### src/rtl/disp_pkg.sv
// disp_pkg: the character-code table shared by the game FSM, which produces
// the codes, and the display side, which consumes them.
//   disp_code_t : 7-bit code {en, ch[4:0], dp_n}
//   CH_*        : character codes for the 5-bit ch field
//   seg_decode  : ch -> active-low {g,f,e,d,c,b,a}
package disp_pkg;

    typedef struct packed {
        logic       en;    // 1 = digit lit
        logic [4:0] ch;    // character code
        logic       dp_n;  // 0 = decimal point on
    } disp_code_t;

    // Bit positions of the fields inside the 7-bit code, for code that
    // handles raw vectors rather than disp_code_t.
    localparam int CODE_EN_BIT = 6;
    localparam int CODE_CH_LSB = 1;
    localparam int CODE_CH_W   = 5;
    localparam int CODE_DP_BIT = 0;

    localparam logic [4:0] CH_0     = 5'h00;
    localparam logic [4:0] CH_1     = 5'h01;
    localparam logic [4:0] CH_2     = 5'h02;
    localparam logic [4:0] CH_3     = 5'h03;
    localparam logic [4:0] CH_4     = 5'h04;
    localparam logic [4:0] CH_J     = 5'h05;
    localparam logic [4:0] CH_S     = 5'h06;
    localparam logic [4:0] CH_E     = 5'h07;
    localparam logic [4:0] CH_T     = 5'h08;
    localparam logic [4:0] CH_U     = 5'h09;
    localparam logic [4:0] CH_P     = 5'h0A;
    localparam logic [4:0] CH_B     = 5'h0B;
    localparam logic [4:0] CH_C     = 5'h0C;
    localparam logic [4:0] CH_L     = 5'h0D;
    localparam logic [4:0] CH_Y     = 5'h0E;
    localparam logic [4:0] CH_G     = 5'h0F;
    localparam logic [4:0] CH_BLANK = 5'h10;

    localparam logic [6:0] SEG_OFF = 7'h7F;

    // Disabled, blank, dp off: what the shadow register holds out of reset.
    localparam disp_code_t CODE_RESET = '{en: 1'b0, ch: CH_BLANK, dp_n: 1'b1};

    function automatic logic [6:0] seg_decode(input logic [4:0] ch);
        logic [6:0] s;
        s = SEG_OFF;  // 0x10 and every unassigned code show blank
        case (ch)
            CH_0: s = 7'h40;
            CH_1: s = 7'h79;
            CH_2: s = 7'h24;
            CH_3: s = 7'h30;
            CH_4: s = 7'h19;
            CH_J: s = 7'h61;
            CH_S: s = 7'h12;
            CH_E: s = 7'h06;
            CH_T: s = 7'h07;
            CH_U: s = 7'h41;
            CH_P: s = 7'h0C;
            CH_B: s = 7'h03;
            CH_C: s = 7'h46;
            CH_L: s = 7'h47;
            CH_Y: s = 7'h11;
            CH_G: s = 7'h42;
            default: s = SEG_OFF;
        endcase
        return s;
    endfunction

endpackage

### src/rtl/seg7_decode.sv
// seg7_decode: combinational character-code to 7-segment decode.
//   ch  : 5-bit character code
//   seg : active-low {g,f,e,d,c,b,a}
module seg7_decode
    import disp_pkg::*;
(
    input  logic [4:0] ch,
    output logic [6:0] seg
);

    assign seg = seg_decode(ch);

endmodule

### src/rtl/disp_scan8.sv
// disp_scan8: eight-digit multiplexed 7-segment scan driver.
//   clock, reset     : system clock, async active-high reset
//   d1..d8           : {en, ch[4:0], dp_n}; d1 is the rightmost digit (an[0])
//   an               : digit anodes, active-low, at most one low at a time
//   seg, dp          : active-low segments {g..a} and decimal point
//   frame_start      : 1-cycle pulse in the cycle after the shadow register loads
// All four outputs are registered, so they show the previous cycle's
// counter/index/shadow state.
module disp_scan8
    import disp_pkg::*;
#(
    parameter int SCAN_DIV     = 100_000,
    parameter int BLANK_CYCLES = 16
) (
    input  logic       clock,
    input  logic       reset,
    input  logic [6:0] d1,
    input  logic [6:0] d2,
    input  logic [6:0] d3,
    input  logic [6:0] d4,
    input  logic [6:0] d5,
    input  logic [6:0] d6,
    input  logic [6:0] d7,
    input  logic [6:0] d8,
    output logic [7:0] an,
    output logic [6:0] seg,
    output logic       dp,
    output logic       frame_start
);

    localparam int NUM_DIGITS = 8;
    localparam int CW         = (SCAN_DIV > 1) ? $clog2(SCAN_DIV) : 1;
    localparam logic [CW-1:0] CNT_LAST  = CW'(SCAN_DIV - 1);
    localparam logic [CW-1:0] BLANK_END = CW'(BLANK_CYCLES);

    generate
        if (BLANK_CYCLES < 0 || BLANK_CYCLES >= SCAN_DIV) begin : g_bad_params
            $error("disp_scan8: BLANK_CYCLES must be in 0..SCAN_DIV-1");
        end
    endgenerate

    logic [CW-1:0]                     cnt;
    logic [2:0]                        idx;
    disp_code_t [NUM_DIGITS-1:0]       sh;
    disp_code_t [NUM_DIGITS-1:0]       din;
    logic       [NUM_DIGITS-1:0][6:0]  seg_lane;

    assign din = {d8, d7, d6, d5, d4, d3, d2, d1};

    // One decoder per shadow entry; the scan index just picks a lane.
    generate
        for (genvar k = 0; k < NUM_DIGITS; k++) begin : g_dec
            seg7_decode u_dec (
                .ch  (sh[k].ch),
                .seg (seg_lane[k])
            );
        end
    endgenerate

    logic       wrap;
    logic       load;
    disp_code_t cur;
    logic       lit;

    assign wrap = (cnt == CNT_LAST);
    // Loading at the last cycle of slot 7 means the new snapshot is in place
    // exactly when slot 0 starts, so a frame never mixes two snapshots.
    assign load = wrap && (idx == 3'd7);
    assign cur  = sh[idx];
    assign lit  = (cnt >= BLANK_END) && cur.en;

    always_ff @(posedge clock or posedge reset) begin
        if (reset) begin
            // Parked on the last cycle of slot 7 so the first edge loads.
            cnt         <= CNT_LAST;
            idx         <= 3'd7;
            sh          <= {NUM_DIGITS{CODE_RESET}};
            an          <= 8'hFF;
            seg         <= SEG_OFF;
            dp          <= 1'b1;
            frame_start <= 1'b0;
        end else begin
            cnt <= wrap ? '0 : cnt + CW'(1);
            if (wrap)
                idx <= idx + 3'd1;  // 7 -> 0 by natural overflow
            if (load)
                sh <= din;
            frame_start <= load;
            if (lit) begin
                an  <= ~(8'd1 << idx);
                seg <= seg_lane[idx];
                dp  <= cur.dp_n;
            end else begin
                an  <= 8'hFF;
                seg <= SEG_OFF;
                dp  <= 1'b1;
            end
        end
    end

endmodule

### config.mk
export PLATFORM = sky130hd
export DESIGN_NAME = disp_scan8
export DESIGN_NICKNAME = d
export VERILOG_FILES = /design/src/rtl/disp_pkg.sv /design/src/rtl/seg7_decode.sv /design/src/rtl/disp_scan8.sv
export SDC_FILE = /design/constraint.sdc
export NUM_CORES = 1
export LEC_CHECK = 0
export BUFFER_PORTS_ARGS = -buffer_cell sky130_fd_sc_hd__buf_2
export CAP_MARGIN = 20
export CORE_MARGIN = 2
export CORE_UTILIZATION = 23
export CTS_CLUSTER_SIZE = 20
export DETAILED_ROUTE_END_ITERATION = 10
export PLACE_DENSITY = 0.45
export SKIP_CTS_REPAIR_TIMING = 1
export SLEW_MARGIN = 20
export SYNTH_ARGS = -nofsm -noshare
export SYNTH_HDL_FRONTEND = slang
export SYNTH_SLANG_ARGS = --single-unit
### constraint.sdc
create_clock -name clock -period 2.4 [get_ports clock]
set_input_delay 0.24 -clock clock [delete_from_list [all_inputs] [get_ports clock]]
set_output_delay 0.24 -clock clock [all_outputs]
set_load 0.005 [all_outputs]
Word-level counts from Yosys, hierarchy flattened
Memory sizes are Yosys's and may differ from the RTL's. Index checks and enable logic that the tools add are counted. Widths: inputs -> output; s select.

Add/subtract/negate cells: 2. Order comparisons: 2. Equality and inequality tests: 2. Shifts and indexed selects: 1. Muxes and demuxes: 16. Bitwise gates (word level): 1. Reductions and logical operators: 2.

Operators by type and width (number): $mux 7 (11); $bmux 7 s3 (2); $add 17x1->17 const B (1); $eq 17x17->1 const B (1); $ge 17x5->1 const B (1); $mux 17 (1); $mux 8 (1); $not 8->8 (1); $shl 1x3->8 const A (1); $lt 3x4->1 const B (1); $add 3x1->3 const B (1); $eq 3x3->1 const B (1); $logic_and 1x1->1 (2); $mux 1 (1).

Bits in registers: 93. Memory bits (read-only): 896. Word-level logic and storage cells: 64. Memories kept: 8.

Memories: (name not given) (words 16, bits a word 7, rd ports 1, clocked after memory_dff 0, wr ports 0, line disp_pkg.sv:47) `case (ch)`; (name not given) (words 16, bits a word 7, rd ports 1, clocked after memory_dff 0, wr ports 0, line disp_pkg.sv:47); (name not given) (words 16, bits a word 7, rd ports 1, clocked after memory_dff 0, wr ports 0, line disp_pkg.sv:47); (name not given) (words 16, bits a word 7, rd ports 1, clocked after memory_dff 0, wr ports 0, line disp_pkg.sv:47); (name not given) (words 16, bits a word 7, rd ports 1, clocked after memory_dff 0, wr ports 0, line disp_pkg.sv:47); (name not given) (words 16, bits a word 7, rd ports 1, clocked after memory_dff 0, wr ports 0, line disp_pkg.sv:47); 2 more memories.

Logic depth before layout (Yosys ltp)
An unclocked memory read counts as a cell.

Depth after elaboration: 5. Depth in mapped cells: 9. Depth with buffers taken out: 8.

Modules after synthesis
A second synthesis with hierarchy kept.

Cell total of the unflattened synthesis: 585. Area total of the unflattened synthesis: 6454.9 um^2.

Modules (own cells, without submodules): disp_scan8 (instances 1, cells an instance 303, area an instance 4441.8 um^2, seq. area each 2383.5 um^2); seg7_decode at g_dec[1].u_dec ... (instances 6, cells an instance 35, area an instance 252.7 um^2, seq. area each 0.0 um^2); seg7_decode at g_dec[0].u_dec (instances 1, cells an instance 39, area an instance 266.5 um^2, seq. area each 0.0 um^2); seg7_decode at g_dec[7].u_dec (instances 1, cells an instance 33, area an instance 230.2 um^2, seq. area each 0.0 um^2).

Least setup slack after synthesis
No wires, ideal clock.

Path kind: reg-to-reg. Start: register cnt[0]. End: register sh[10] (netlist name). Setup time: 0.125 ns. Arrival time: 1.966 ns. Path slack: 0.309 ns. Stages on the path, launching flop included: 10. Path buffers: 2. Period minus slack after synthesis: 2.091 ns. Cell sequence: dfstp_2 ha_1 inv_1 nor2_2 nand2_1 nor3_4 nand2_2 buf_6 buf_6 mux2_4.

Word-level cells in the longest chain between the ends: 2.

Ends and longest elaborated chain: start, declared (line disp_scan8.sv:42) `logic [CW-1:0] cnt;`; start signal, assigned (line disp_scan8.sv:83) `cnt <= wrap ? '0 : cnt + CW'(1);`; $eq 17x17->1 (line disp_scan8.sv:65) `assign wrap = (cnt == CNT_LAST);`; $logic_and 1x1->1 (line disp_scan8.sv:68) `assign load = wrap && (idx == 3'd7);`; end signal, assigned (line disp_scan8.sv:77) `sh <= {NUM_DIGITS{CODE_RESET}};`; end signal, assigned (line disp_scan8.sv:87) `sh <= din;`; end, declared (line disp_scan8.sv:44) `disp_code_t [NUM_DIGITS-1:0] sh;`.

No other way between the ends. A chain may end at the register's enable or synchronous reset.

Worst setup path after layout
Start: register cnt[0]. End: register sh[2] (netlist name).

The elaborated chain is that of the path after synthesis.

==> out/metrics.yaml <==
timing:
  fin_crit_ps: 2155
  max_freq_ghz: 0.4640
  slew_headroom_pct: 47.07
  timing.hold.ws_ps: 109.9
  rsz0062_at_grt: "no"
  tns_ps: 0
  drv_slew: 0
  worst_pin_slew_ps: 791.0
  hold_viol: 0
  fin_ws_ps: 244.7
  setup_viol: 0
  fin_crit_sh_pct: 89.80
  fin_skew_ps: 13.08
global_route:
  grt_use_met2_pct: 16.54
  first_global_vias: 4288
  grtUsageTotal_pct: 10.95
  antenna_found_initial: 0
  busiest_layer: "met2"
  grt_pass1_wl_mm: 23.94
  grt_overflow: 0
  use_met1_pct: 15.83
  grt_max_degree: 42
  grt_use_met3_pct: 2.270
job:
  cap_viol_max_count: 0
placement:
  portBuffers: 74
  gp_congestion: 0.7892
  dp_hpwl_mm: 11.30
  post-place-ws_ps: 243.1
routing:
  ant_nets: 0
  viasPerCell: 4.508
  first_iter_violations: 189
  routed_wl_mm: 15.07
  drc: 0
  wire_per_inst_um: 15.35
  via_count: 4427
  firstDrtPassIters: 4
floorplanning:
  die_area_um2: 27430
  row_count: 59
  core_region_area_um2: 25840
  die_y_um: 165.6
  num_io_pins: 75
  start_util_pct: 23.25
  die_x_um: 165.6
layout:
  diodes: 0
  fillers: 2739
  seqCellArea_um2: 2384
  layout.nets: 748
  area_delta_synth_final_pct: 18.16
  final_util_pct: 27.48
  layout-drive-gt1-share_pct: 33.69
  multiInputGateArea_um2: 3366
power_and_ir_drop:
  ir_drop_mv: 0.3301
  p_total_mw: 3.693
  powerDensity_nw_per_um2: 520.2
  p_leak_nw: 3.094
logic_synthesis:
  synth-main-ff-cell: "dfrtp_1"
  synth_seq_cells: 93
  synth_cell_types: 50
  syn-instance-count: 577
  syn_nets: 683
  synth_seq_area_share_pct: 39.67
  ys_top_cells_by_count: "dfrtp_1, ha_1, dfstp_2"
  synth.cell_area_um2: 6008
  synth_top_area_share_pct: 19.99
  synth_edf_count: 0
  yosysTopAreaCell: "dfrtp_1"
  synth_area_leaders: "dfrtp_1, dfstp_2, ha_1"
  ys_warn_count: 0
  synthArstFlopShare_pct: 100.0
  syn_avg_cell_area_um2: 10.41
setup_path:
  worstPathMaxFanout: 23
  start_kind: "flip-flop"
  cp.required_ps: 2640
  rr_startpoint: "cnt[0]"
  timing.rr.end: "sh[2]"
  reg2reg_slack_ps: 240
  arrival_ps: 2400
  critPathCaptureType: "flip-flop"
  ff2ff_path_depth: 8
  criticalPathCategory: "reg -> reg"
outcome:
  outcome: "completed"
min_path:
  min-delay-start: "d8[2]"
  worstHoldPathCells: 2
  hold_class: "in -> reg"
  hold_end: "sh[51]"
clock_network:
  cts_tree: "built"
  clk_latency_ps: 350
  path_clk_slew_ps: 80
  clock-sinks: 93
  cts_inserted_buffers: 9
  cts_root_buf: "clkbuf_16"
  clockBufferDepth: 2
  htree_levels: 3
## cell usage in the layout, fill, tap and decap left out, types with 9 or more instances in the layout
| master | instances |
|---|---|
| inv_1 | 29 |
| o21ai_0 | 40 |
| mux2_4 | 29 |
| dfstp_2 | 45 |
| dfrtp_1 | 48 |
| nor2_1 | 42 |
| mux2i_1 | 12 |
| a211oi_1 | 12 |
| nand2_1 | 41 |
| mux2_2 | 27 |
| clkbuf_16 | 9 |
| ha_1 | 48 |
| a21oi_1 | 27 |
| nand2b_1 | 13 |
| o221ai_1 | 9 |
| nand3_1 | 17 |
| buf_2 | 74 |
| xnor2_1 | 12 |
| nor3_1 | 12 |
| o211ai_1 | 10 |
## layer usage
layer | vias up | routed length (um)
met5 | - | 0
met4 | 0 | 165
met3 | 8 | 567
met2 | 90 | 6614
met1 | 2122 | 7723
li1 | 2207 | -
## how the worst max path moves through the flow
stage | start | to | cells after the start
after floorplan | cnt[0] | sh[10] | 9
after global placement | idx[0] | seg[2] | 6
after detailed placement | cnt[0] | sh[1] | 8
after CTS | cnt[0] | sh[8] | 8
after global routing | idx[0] | seg[2] | 6
final | cnt[0] | sh[2] | 8
## power breakdown
part	switching, mW	internal [mW]	leakage, nW
Sequential	0.0962	1.64	1.04
Combinational	0.200	0.209	1.89
Clock	0.689	0.857	0.155
Total	0.986	2.71	3.09
## cells by family (layout without fill, tap and decap cells)
family | count (synthesis) | after routing | share of synthesized area, %
XOR/XNOR | 16 | 16 | 2.332
multiplexers | 76 | 76 | 17.31
buffers and inverters | 61 | 131 | 4.394
flip-flops | 93 | 93 | 39.67
adder cells (fa/ha/maj) | 48 | 48 | 9.996
AO/OA/AOI/OAI | 133 | 133 | 14.35
AND/OR/NAND/NOR | 150 | 150 | 11.95
## worst max-delay path, stage by stage (launching register included)
cell and delay (ps):
dfstp_2 560, ha_1 210, inv_1 60, nor2_2 140, nand2_1 110, nor3_4 250, nand2_4 170, buf_12 210
mux2_4 310
## sequential cells by signal, summed over array words and instances (netlist names)
register / flops
cnt: 17
dp: 1
an: 8
seg: 7
frame_start: 1
idx: 3
sh: 56
## per-stage QoR
step / instance area (um^2) / cells
6_report: 7099 / 982
5_1_grt: 7099 / 982
4_1_cts: 7089 / 981
3_5_place_dp: 6777 / 965
3_3_place_gp: 6777 / 965
2_1_floorplan: 6012 / 577
## final cells by class
cell class	count	area share [%]
multi-input combinational	423	47.41
sequential	93	33.57
timing repair buffer	84	7.014
tap	335	5.904
clock buffer	10	3.366
inverter	31	1.692
clock inverter	6	1.040
(Power assumes the default switching activity.)
